<file path="config.mk">
export PLATFORM = sky130hd
export DESIGN_NAME = mask_shift_driver
export DESIGN_NICKNAME = d
export VERILOG_FILES = /design/src/rtl/mask_shift_driver.sv
export SDC_FILE = /design/constraint.sdc
export NUM_CORES = 1
export LEC_CHECK = 0
export ABC_AREA = 1
export ABC_CLOCK_PERIOD_IN_PS = 5250
export BUFFER_PORTS_ARGS = -buffer_cell sky130_fd_sc_hd__buf_2
export CAP_MARGIN = 30
export CORE_MARGIN = 10
export CORE_UTILIZATION = 57
export CTS_BUF_LIST = sky130_fd_sc_hd__clkbuf_4 sky130_fd_sc_hd__clkbuf_8 sky130_fd_sc_hd__clkbuf_16
export CTS_CLUSTER_DIAMETER = 150
export CTS_CLUSTER_SIZE = 40
export DETAILED_ROUTE_END_ITERATION = 12
export PLACE_DENSITY_LB_ADDON = 0.05
export SLEW_MARGIN = 10
export SYNTH_ARGS = -nofsm -noshare
export SYNTH_HDL_FRONTEND = slang
export SYNTH_SLANG_ARGS = --single-unit
</file>
<file path="constraint.sdc">
create_clock -name Clk -period 5.25 [get_ports Clk]
set_input_delay 0.7875 -clock Clk [delete_from_list [all_inputs] [get_ports Clk]]
set_output_delay 0.7875 -clock Clk [all_outputs]
set_load 0.05 [all_outputs]
</file>
<file path="src/rtl/mask_shift_driver.sv">
// mask_shift_driver: collects a mask as a byte stream, then shifts it MSB first
// into the EventBuilder's serial-in/parallel-out mask register.
// It keeps a shadow copy of the last fully loaded mask for readback.
module mask_shift_driver #(
  parameter int unsigned NBITS  = 64,
  parameter int unsigned NBYTES = NBITS / 8
) (
  input  logic             Clk,
  input  logic             Reset,
  input  logic [7:0]       ByteIn,
  input  logic             ByteVld,
  output logic             ByteRdy,
  input  logic             Abort,
  output logic             Load,
  output logic             Si,
  output logic             Busy,
  output logic             Done,
  output logic [NBITS-1:0] ShadowMask
);

  localparam int unsigned BYTE_CW = $clog2(NBYTES + 1);
  localparam int unsigned BIT_CW  = $clog2(NBITS);

  localparam logic [1:0] ST_COLLECT = 2'd0;
  localparam logic [1:0] ST_SHIFT   = 2'd1;
  localparam logic [1:0] ST_DONE    = 2'd2;

  logic [1:0]         state,      state_n;
  logic [BYTE_CW-1:0] byte_cnt,   byte_cnt_n;
  logic [BIT_CW-1:0]  bit_cnt,    bit_cnt_n;
  logic [NBITS-1:0]   asm_buf,    asm_buf_n;
  logic [NBITS-1:0]   shadow_q,   shadow_n;
  logic               rdy_q,      rdy_n;
  logic               load_q,     load_n;
  logic               si_q,       si_n;
  logic               busy_q,     busy_n;
  logic               done_q,     done_n;

  logic               accept_c;
  logic [NBITS-1:0]   merged_c;
  logic [NBITS-1:0]   rotated_c;

  // Handshake and the two data-path views of the assembly buffer.
  assign accept_c  = ByteVld & rdy_q;
  assign merged_c  = NBITS'({asm_buf, ByteIn});
  // During SHIFT the buffer rotates left once per bit, so after NBITS
  // rotations it holds the original mask again and can feed the shadow copy.
  assign rotated_c = {asm_buf[NBITS-2:0], asm_buf[NBITS-1]};

  // Next-state and next-output logic.
  always_comb begin
    state_n    = state;
    byte_cnt_n = byte_cnt;
    bit_cnt_n  = bit_cnt;
    asm_buf_n  = asm_buf;
    shadow_n   = shadow_q;
    rdy_n      = rdy_q;
    load_n     = load_q;
    si_n       = si_q;
    busy_n     = busy_q;
    done_n     = done_q;

    if (Abort) begin
      // Cancel wins over any handshake or shift step this edge.
      state_n    = ST_COLLECT;
      byte_cnt_n = '0;
      bit_cnt_n  = '0;
      asm_buf_n  = '0;
      rdy_n      = 1'b1;
      load_n     = 1'b0;
      si_n       = 1'b0;
      busy_n     = 1'b0;
      done_n     = 1'b0;
    end else begin
      case (state)
        ST_COLLECT: begin
          rdy_n  = 1'b1;
          load_n = 1'b0;
          si_n   = 1'b0;
          done_n = 1'b0;
          if (accept_c) begin
            asm_buf_n  = merged_c;
            byte_cnt_n = byte_cnt + BYTE_CW'(1);
            busy_n     = 1'b1;
            if (byte_cnt == BYTE_CW'(NBYTES - 1)) begin
              // Last byte: start shifting with the MSB right away.
              state_n   = ST_SHIFT;
              rdy_n     = 1'b0;
              load_n    = 1'b1;
              si_n      = merged_c[NBITS-1];
              bit_cnt_n = '0;
            end
          end
        end

        ST_SHIFT: begin
          rdy_n  = 1'b0;
          busy_n = 1'b1;
          if (bit_cnt == BIT_CW'(NBITS - 1)) begin
            state_n   = ST_DONE;
            load_n    = 1'b0;
            si_n      = 1'b0;
            done_n    = 1'b1;
            shadow_n  = rotated_c;
            asm_buf_n = rotated_c;
          end else begin
            load_n    = 1'b1;
            si_n      = asm_buf[NBITS-2];
            asm_buf_n = rotated_c;
            bit_cnt_n = bit_cnt + BIT_CW'(1);
          end
        end

        ST_DONE: begin
          state_n    = ST_COLLECT;
          byte_cnt_n = '0;
          bit_cnt_n  = '0;
          asm_buf_n  = '0;
          rdy_n      = 1'b1;
          load_n     = 1'b0;
          si_n       = 1'b0;
          busy_n     = 1'b0;
          done_n     = 1'b0;
        end

        default: begin
          state_n    = ST_COLLECT;
          byte_cnt_n = '0;
          bit_cnt_n  = '0;
          asm_buf_n  = '0;
          rdy_n      = 1'b0;
          load_n     = 1'b0;
          si_n       = 1'b0;
          busy_n     = 1'b0;
          done_n     = 1'b0;
        end
      endcase
    end
  end

  // State, counters, buffer and registered outputs.
  always_ff @(posedge Clk or posedge Reset) begin
    if (Reset) begin
      state    <= ST_COLLECT;
      byte_cnt <= '0;
      bit_cnt  <= '0;
      asm_buf  <= '0;
      shadow_q <= '0;
      rdy_q    <= 1'b0;
      load_q   <= 1'b0;
      si_q     <= 1'b0;
      busy_q   <= 1'b0;
      done_q   <= 1'b0;
    end else begin
      state    <= state_n;
      byte_cnt <= byte_cnt_n;
      bit_cnt  <= bit_cnt_n;
      asm_buf  <= asm_buf_n;
      shadow_q <= shadow_n;
      rdy_q    <= rdy_n;
      load_q   <= load_n;
      si_q     <= si_n;
      busy_q   <= busy_n;
      done_q   <= done_n;
    end
  end

  assign ByteRdy    = rdy_q;
  assign Load       = load_q;
  assign Si         = si_q;
  assign Busy       = busy_q;
  assign Done       = done_q;
  assign ShadowMask = shadow_q;

endmodule

</file>
==> qor.csv <==
stage,metric,value,unit
global_routing,maximum number of pins on one net before global-route repair,96,
clocking,clk_lat worst skew,0.53,ns
place,GP Congestion,0.8439,
floorplanning,die area,0.01515,mm²
synthesis,Post-Syn Nets,686,
sta,# setup viols final,0,
worst_setup_path,Worst Setup Path Type,register to register,
sta,Final Skew,0.005569,ns
sta,hold slack,0.4337,ns
finish,share of cells above drive strength 1,0.1714,
sta,RSZ-0062 raised after global routing,no,
power,cell area power density,343.1,mW/mm²
worst_setup_path,Crit path arrival time,3.19,ns
sta,final hold violations,0,
synthesis,top cell type's share of synthesized area,0.5993,
clocking,clk buf depth,2,
clocking,root buffer cell,clkbuf_8,
finish,fin nets,749,
route,initial drt markers,515,
worst_setup_path,critical path endpoint category,register,
sta,slew margin rel.,0.4286,
route,first-pass iteration count of the detailed router,5,
synthesis,Post-Syn Area per Cell,9.010,µm²
floorplanning,Starting Density,0.5865,
synthesis,"area leader, netlist",dfrtp_1,
floorplanning,die height,123.1,µm
synthesis,Netlist cell types,24,
finish,fillcell total,825,
floorplanning,row cnt,37,
clocking,CTS tree,yes,
global_routing,grt total ovfl,0,
sta,final max-slew violation count,0,
global_routing,gr usage total,0.1947,
synthesis,Post-synth top flop,dfrtp_1,
job,maxcap violations,0,
floorplanning,Die W,123.1,µm
synthesis,"top cells by count, synth","164 x nand2_1, 145 x dfrtp_1, 99 x o21ai_1",
power,Peak VDD IR,0.2099,mV
finish,Antenna diodes,0,
global_routing,first-pass GRT wire length,23580,µm
route,WL final,14230,µm
route,Post-DRT Antenna Nets,0,
route,Avg Vias per Cell,5.484,
synthesis,number of enable flip-flop cells after synthesis,0,
clocking,Sink Count,145,
power,leakage,3.391,nW
finish,design area,0.007093,mm²
sta,Worst Max-Slew Pin Slew,0.8540,ns
clocking,Post-CTS Resized,0,
hold_path,Hold Path Class,input pin to async pin,
synthesis,Mapped Cells,672,
worst_setup_path,FF-to-FF setup slack,2.44,ns
sta,minimum clock period,2.813,ns
floorplanning,Core Region,0.01032,mm²
outcome,status,"finished, final reports clean",
clocking,"CTS clk-pin slew, worst paths",0.06,ns
synthesis,Synth area leaders,"dfrtp_1 60%, nand2_1 10%, o21ai_1 8.2%",
synthesis,Seq cells post-synth,145,
place,post-place instance area,0.006489,mm²
clocking,Post-CTS Setup Inserts,0,
sta,final period utilization,0.5357,
worst_setup_path,startpoint types,register,
route,routed wire length per instance,16.12,µm
clocking,Num CTS Buffers,17,
global_routing,vias in the first global route,4742,
sta,setup_tns,0,ns
clocking,hold buffers post-CTS,0,
synthesis,Netlist Area Pre-Place,0.006055,mm²
place,IO buf count,80,
sta,Peak Freq,355.6,MHz
clocking,H-tree depth,4,
synthesis,Async SR Flop Fraction,1.000,
power,total power draw,2.434,mW
finish,Area Growth Syn to Fin,17.15,%
synthesis,cell with the most instances after synthesis,nand2_1,
place,DP HPWL,8925,µm
worst_setup_path,CP required,5.63,ns
global_routing,initial antenna violation count,0,
synthesis,register area share after synthesis,0.5993,
route,Via Count,4842,
worst_setup_path,CP max FO,68,
floorplanning,total I/O pin count,81,
synthesis,Yosys warning count,0,
route,Post-route DRC,0,
==> report_power, final <==
part | switching [mW] | internal, mW | leakage (nW) | total (mW)
registers | 0.00515 | 1.13 | 2.00 | 1.14
logic | 0.0819 | 0.0251 | 1.09 | 0.107
clock network | 0.432 | 0.754 | 0.295 | 1.19
total | 0.520 | 1.91 | 3.39 | 2.43
==> cell type report <==
class / instances / area, µm² / area share
clock buffers: 24 / 466.7 / 0.06580
flip-flops and latches: 145 / 3628 / 0.5116
clock inverters: 7 / 110.1 / 0.01552
multi-input cells: 405 / 1927 / 0.2717
inverters: 80 / 305.3 / 0.04304
well taps: 136 / 170.2 / 0.02399
repair buffers: 86 / 485.5 / 0.06844
==> per-layer routing <==
metal  wire (µm)  GRT usage
met4         238    0.07060
met5           0          0
met1        6099     0.2453
met3         834    0.05287
met2        7059     0.3176
==> kinds of logic after synthesis <==
kind of cell | after synthesis | synth area share
compound gates | 208 | 0.1837
buf+inv | 122 | 0.08493
xor+xnor | 1 | 0.001447
fa+ha+maj | 2 | 0.004132
simple gates | 194 | 0.1265
flops | 145 | 0.5993
==> registers in the layout (all words and copies together), names as in the netlist <==
register / flops
Load: 1
Done: 1
asm_buf: 64
Busy: 1
Si: 1
byte_cnt: 4
bit_cnt: 6
ByteRdy: 1
ShadowMask: 64
state: 2
==> layout by cell type (no fill, tap or decap) <==
cell type  synthesis  routed
clkbuf_8           0       1
xnor2_1            1       1
inv_6              0       1
buf_2             26      80
or2_2              1       1
buf_4              2       4
buf_16             0       2
clkinv_2           0       4
clkbuf_16          0      16
dfrtp_1          145     145
o21bai_1           1       1
inv_2              3       3
nand2_2            2       3
nand2_1          164     163
ha_1               2       2
nor2_1            14      14
o21ai_1           99      99
clkbuf_4           0       7
bufinv_16          0       3
nor3_1             1       1
o22ai_1           55      55
nand3_1            9       8
inv_1             77      76
nand3_4            0       1
nor2_4             2       2
a21oi_1            2       2
nand4_1            1       1
o21ai_0           51      51
==> stage by stage <==
stage | std cells | setup WS [ns] | util
global route | 883 | 2.161 | 0.6871
global placement | 850 | 2.129 | 0.6259
detailed placement | 851 | 2.040 | 0.6285
floorplan | 672 | 0.5679 | -
CTS | 882 | 2.444 | 0.6844
finish | 883 | 2.437 | 0.6871
==> path summary, 6_finish.rpt <==
check                              startpoint        endpoint  depth (start not counted)
worst min-delay path                    Reset  ShadowMask[25]                          2
min in group Clk                ShadowMask[6]   ShadowMask[6]                          2
worst min register to register  ShadowMask[6]   ShadowMask[6]                          2
worst max register to register       state[1]  ShadowMask[14]                          7
worst max-delay path                 state[1]  ShadowMask[14]                          7
max in group asynchronous               Reset     asm_buf[37]                          3
==> critical path, cell delays in order, from the launching register on <==
cell and delay [ns]:
dfrtp_1 0.38, inv_1 0.09, nand2_2 0.05, nor2_1 0.63, nand3_4 0.69, buf_4 0.54, nand2_1 0.12, o21ai_0 0.09
Power figures use the tool's default switching activity.
